## src/rtl/uart_pkg.sv

```systemverilog
// uart_pkg: shared UART transmit state encoding, line levels and default framing parameters
package uart_pkg;
    localparam int DEF_CLKS_PER_BIT = 10;
    localparam int DEF_NUM_BITS = 8;
    localparam logic IDLE_LEVEL = 1'b1;
    localparam logic START_LEVEL = 1'b0;
    localparam logic STOP_LEVEL = 1'b1;
    typedef enum logic [2:0] {
        IDLE,
        START,
        DATA,
`ifdef UART_TX_PARITY_EN
        PARITY,
`endif
        STOP,
        DONE
    } tx_state_t;
endpackage

```

## src/rtl/flex_pts_sr.sv

```systemverilog
// flex_pts_sr: parallel-to-serial shift register with parallel load, refilling with idle-high bits
module flex_pts_sr #(
    parameter int NUM_BITS = 8,
    parameter int SHIFT_MSB = 0
) (
    input  logic                clk,
    input  logic                n_rst,
    input  logic                load_enable,
    input  logic                shift_enable,
    input  logic [NUM_BITS-1:0] parallel_in,
    output logic                serial_out
);
    logic [NUM_BITS-1:0] sr_q, sr_d;

    always_comb begin
        sr_d = load_enable ? parallel_in
             : !shift_enable ? sr_q
             : (SHIFT_MSB != 0) ? {sr_q[NUM_BITS-2:0], 1'b1}
             : {1'b1, sr_q[NUM_BITS-1:1]};
    end

    always_ff @(posedge clk or negedge n_rst) begin
        if (!n_rst) sr_q <= '1;
        else sr_q <= sr_d;
    end

    assign serial_out = (SHIFT_MSB != 0) ? sr_q[NUM_BITS-1] : sr_q[0];
endmodule

```

## src/rtl/uart_tx_framer.sv

```systemverilog
// uart_tx_framer: UART transmitter (start, LSB-first data, stop); UART_TX_PARITY_EN adds an even-parity bit
module uart_tx_framer
    import uart_pkg::*;
#(
    parameter int CLKS_PER_BIT = DEF_CLKS_PER_BIT,
    parameter int NUM_BITS = DEF_NUM_BITS
) (
    input  logic                clk,
    input  logic                n_rst,
    input  logic                tx_start,
    input  logic [NUM_BITS-1:0] tx_data,
    output logic                serial_out,
    output logic                tx_busy,
    output logic                tx_done
);
    localparam int CW = CLKS_PER_BIT > 1 ? $clog2(CLKS_PER_BIT) : 1;
    localparam int BW = NUM_BITS > 1 ? $clog2(NUM_BITS) : 1;

    tx_state_t state_q, state_d;
    logic [CW-1:0] clk_cnt_q, clk_cnt_d;
    logic [BW-1:0] bit_cnt_q, bit_cnt_d;
    logic serial_out_q, serial_out_d;
    logic tx_busy_q, tx_busy_d;
    logic tx_done_q, tx_done_d;
    logic strobe, last_bit, load, shift, sr_out;

    assign strobe = clk_cnt_q == CW'(CLKS_PER_BIT - 1);
    assign last_bit = bit_cnt_q == BW'(NUM_BITS - 1);
    assign load = (state_q == IDLE) && tx_start;
    assign shift = (state_q == DATA) && strobe;

    flex_pts_sr #(.NUM_BITS(NUM_BITS), .SHIFT_MSB(0)) u_sr (
        .clk(clk),
        .n_rst(n_rst),
        .load_enable(load),
        .shift_enable(shift),
        .parallel_in(tx_data),
        .serial_out(sr_out)
    );

`ifdef UART_TX_PARITY_EN
    logic parity_q, parity_d;
    assign parity_d = load ? ^tx_data : parity_q;
    always_ff @(posedge clk or negedge n_rst) begin
        if (!n_rst) parity_q <= 1'b0;
        else parity_q <= parity_d;
    end
`endif

    always_comb begin
        state_d = state_q;
        case (state_q)
            IDLE:    state_d = tx_start ? START : IDLE;
            START:   state_d = strobe ? DATA : START;
`ifdef UART_TX_PARITY_EN
            DATA:    state_d = (strobe && last_bit) ? PARITY : DATA;
            PARITY:  state_d = strobe ? STOP : PARITY;
`else
            DATA:    state_d = (strobe && last_bit) ? STOP : DATA;
`endif
            STOP:    state_d = strobe ? DONE : STOP;
            default: state_d = IDLE;
        endcase
        // restarting on every state change keeps each bit period exact
        clk_cnt_d = (state_q == IDLE || state_d != state_q || strobe) ? '0 : clk_cnt_q + 1'b1;
        bit_cnt_d = (state_q == DATA && state_d == DATA) ? bit_cnt_q + BW'(strobe) : '0;
        // outputs follow the registered state, so the line lags the state by one clock
`ifdef UART_TX_PARITY_EN
        serial_out_d = state_q == START ? START_LEVEL
                     : state_q == DATA ? sr_out
                     : state_q == PARITY ? parity_q
                     : state_q == STOP ? STOP_LEVEL : IDLE_LEVEL;
`else
        serial_out_d = state_q == START ? START_LEVEL
                     : state_q == DATA ? sr_out
                     : state_q == STOP ? STOP_LEVEL : IDLE_LEVEL;
`endif
        tx_busy_d = (state_q != IDLE) && (state_q != DONE);
        tx_done_d = state_q == DONE;
    end

    always_ff @(posedge clk or negedge n_rst) begin
        if (!n_rst) begin
            state_q <= IDLE;
            clk_cnt_q <= '0;
            bit_cnt_q <= '0;
            serial_out_q <= IDLE_LEVEL;
            tx_busy_q <= 1'b0;
            tx_done_q <= 1'b0;
        end else begin
            state_q <= state_d;
            clk_cnt_q <= clk_cnt_d;
            bit_cnt_q <= bit_cnt_d;
            serial_out_q <= serial_out_d;
            tx_busy_q <= tx_busy_d;
            tx_done_q <= tx_done_d;
        end
    end

    assign serial_out = serial_out_q;
    assign tx_busy = tx_busy_q;
    assign tx_done = tx_done_q;
endmodule
```

## config.mk

```make
export PLATFORM = sky130hd
export DESIGN_NAME = uart_tx_framer
export DESIGN_NICKNAME = d
export VERILOG_FILES = /design/src/rtl/uart_pkg.sv /design/src/rtl/flex_pts_sr.sv /design/src/rtl/uart_tx_framer.sv
export SDC_FILE = /design/constraint.sdc
export NUM_CORES = 1
export LEC_CHECK = 0
export ABC_CLOCK_PERIOD_IN_PS = 2100
export CAP_MARGIN = 20
export CORE_MARGIN = 2
export CORE_UTILIZATION = 55
export CTS_BUF_LIST = sky130_fd_sc_hd__clkbuf_4
export CTS_CLUSTER_SIZE = 24
export DETAILED_ROUTE_END_ITERATION = 8
export GPL_TIMING_DRIVEN = 0
export PLACE_DENSITY = 0.8
export RECOVER_POWER = 50
export REMOVE_ABC_BUFFERS = 1
export SLEW_MARGIN = 0
export SYNTH_ARGS = -nofsm -noshare
export SYNTH_HDL_FRONTEND = slang
export SYNTH_SLANG_ARGS = --single-unit
```

## constraint.sdc

```tcl
create_clock -name clk -period 2.1 [get_ports clk]
set_input_delay 0.315 -clock clk [delete_from_list [all_inputs] [get_ports clk]]
set_output_delay 0.315 -clock clk [all_outputs]
set_load 0.005 [all_outputs]
```

==> impl_results.md <==
* Status: finished, final reports clean
* #FFs+latches synth at 21
* Core Rows at 15
* Final setup TNS at 0 ns
* Die area at about 2200 um2
* Overall die height at 46.66 um
* Via count at 694
* Main combinational cell family by area after synthesis: simple AND/OR/NAND/NOR gates
* DP Cell Count at 128
* IR drop worst, VDD at ~0.38 mV
* Via/cell ratio at 5.258
* Final setup fails at 0
* Fin cells at around 130
* Cell taking the most area after synthesis: dfrtp_1
* Worst Path Max Fanout at 14
* Mapped Cells at 95
* Overflow after GRT at 0
* Max stage delay on crit path at 0.42 ns
* Hold slack final at approximately 0.5 ns
* Final HPWL DP at 1.182 mm
* Crit path buffers/inverters at 0
* Antenna Cells at 0
* CP Cell Sequence: ha_1 -> and3b_1 -> ha_1 -> ha_1 -> xor2_1 -> and2_1
* Final RePlAce weighted congestion at 0.7629
* Initial antenna violation count at 0
* CTS tree: built
* Max_slew headroom at 40.42%
* Sinks on Clock Net at 21
* Synth Cell Area at 1001 um2
* Fraction of synthesized area in multiplexers at 0%
* Adder-Cell Fraction of Synth Area at ~5.0%
* Drt drc at 0
* Clock skew at 0.002106 ns
* GRT Total Usage at 18.82%
* WL/cell at approximately 13 um
* Core Box Area at 1727 um2
* Count of buffers from port buffering at 13
* Worst-margin pin slew at ~0.89 ns
* Cts repair resizes at 0
* Hold crit path type: reg2reg
* Max-Cap Viols at 0
* Crit path kind: reg2reg
* Largest cells by area after synthesis: dfrtp_1 30%, dfstp_2 24%, nand2_1 5.6%, o211ai_1 5.3%, ha_1 5.0%
* Vias in the first global route at 642
* Tcrit/Tclk final at between 80% and 90%
* Critical path data arrival time at slightly below 2 ns
* Reg2Reg Setup Slack at 0.30 ns
* Final WL at 1.666 mm
* Clk_lat worst skew at between 0.2 and 0.3 ns
* Seq/Total Area, Yosys at 53.63%
* Leak at about 0.52 nW
* First-pass DRT Iterations at 4
* H-tree depth at 1
* Max Fclk at approximately 560 MHz
* Simple-gate area share of the yosys netlist at 24.50%
* Clock root cell: clkbuf_4
* First-pass GRT wire length at 2.877 mm
* Final Slew Violations at 0
* Post-synth ARST share at between 90% and 100%
* Starting DRC count in detailed routing at 6
* Reg clk slew, reported paths at 0.11 ns
* Largest net degree at the start of global routing at 22
* Slowest cell on crit path: dfrtp_1
* Power Density at 547.2 nW/um2
* Crit path max-delay family: adder cells
* Critical Path RT at 2.29 ns
* Syn. warnings at 0
* Area grow syn2layout at 16.00%
* Cell with the most instances after synthesis: nand2_1
* Cell variety after synth at 28
* Top_reg_cell synth: dfrtp_1
* Initial core utilization at 57.97%
* Post-Synth XOR/XNOR Area at under 10%
* Fillcell total at 132
* RSZ-0062 raised after global routing: false
* Min cycle time layout at about 1.8 ns
* Bufs on Longest Clock Path at 2
* Post-synth top cells: 15 x nand2_1, 12 x dfrtp_1, 9 x dfstp_2, 9 x nand3_1, 7 x o211ai_1
* Most common cell on crit path: ha_1
* Boundary pin count at 14
* Share of cells above drive strength 1 at about 14%
* Synth Area in Compound Gates at 9.125%
* Crit path capture type: register
* CTS Hold Bufs at 0
* Die width at about 47 um
* Post-Syn Area per Cell at 10.54 um2
* Final hold violations at 0
* CP Launch Type: register
* Yosys top cell area share at 30.00%
* Final ANT Viol Nets at 0
* Total CTS buffers at 3
* Fin nets at ~120
* Setup bufs post-CTS at 0
* Number of synthesized flops with an enable pin at 0
==> worst paths after layout <==
check / cells after the start / start / end
max: 6 / clk_cnt_q[0] / bit_cnt_q[2]
min: 1 / clk_cnt_q[0] / clk_cnt_q[0]
max reg2reg: 6 / clk_cnt_q[0] / bit_cnt_q[2]
min reg2reg: 1 / clk_cnt_q[0] / clk_cnt_q[0]
max in group asynchronous: 1 / n_rst / bit_cnt_q[0]
min in group asynchronous: 1 / n_rst / clk_cnt_q[2]
==> power by group <==
| part | total, mW | leakage [nW] | switching, mW | internal (mW) |
|---|---|---|---|---|
| clock | 0.199 | 0.0184 | 0.112 | 0.0867 |
| sequential | 0.408 | 0.234 | 0.000662 | 0.407 |
| combinational | 0.0283 | 0.265 | 0.0109 | 0.0174 |
| total | 0.635 | 0.517 | 0.124 | 0.511 |
==> per-layer routing <==
layer / up-vias / global-route usage, % / share of wire [%]
met2: 9 / 28.61 / 48
met5: - / 0 / 0
met4: 0 / 8.333 / 1.3
li1: 349 / - / -
met3: 2 / 3.529 / 2.5
met1: 334 / 25.98 / 48
==> cell type report <==
class                      instances  area [um2]  area share, %
tap                               25       31.28          2.694
clock buffer                       4       30.03          2.586
inverter                           3       11.26         0.9698
timing repair buffer              13       130.1          11.21
multi-input combinational         66       421.7          36.31
sequential                        21       536.8          46.23
==> logic make-up (layout without fill, tap and decap cells) <==
family	after synthesis	in the layout
flops	21	21
compound gates	13	13
xor+xnor	4	4
simple gates	45	45
fa+ha+maj	4	4
buf+inv	8	20
==> state kept, by name, summed over array words and instances (netlist names) <==
name        flops
u_sr.sr_q       8
clk_cnt_q       4
bit_cnt_q       3
state_q         3
serial_out      1
tx_busy         1
tx_done         1
==> per-stage QoR <==
stage	utilization, %	area [um2]	worst slack (ns)	total power, mW
global route	67.25	1161	0.1835	0.6704
global placement	65.51	1131	0.3456	0.4434
CTS	67.25	1161	0.2812	0.6460
finish	67.25	1161	0.3007	0.6353
floorplan	-	969.7	0.4410	0.4172
detailed placement	65.51	1131	0.2775	0.4445
==> placed cells by master, fill, tap and decap left out, drive strengths merged <==
master         count
a21boi             1
a21oi              2
a221oi             1
and2               5
and3               1
and3b              1
clkbuf             4
clkdlybuf4s50     12
dfrtp             12
dfstp              9
dlygate4sd3        1
ha                 4
inv                3
nand2             15
nand3              9
nand4b             1
nor2               6
nor2b              1
nor3               2
nor3b              1
nor4b              1
o211ai             7
o21ai              1
o21bai             1
or3                1
or4b               1
xnor2              2
xor2               2
==> worst reg2reg max path, stage by stage, from the launching register on <==
cell	delay [ns]
dfrtp_1	0.42
ha_1	0.22
and3b_1	0.33
ha_1	0.26
ha_1	0.18
xor2_1	0.13
and2_1	0.15
No activity file was read; power rests on OpenSTA's default activity.
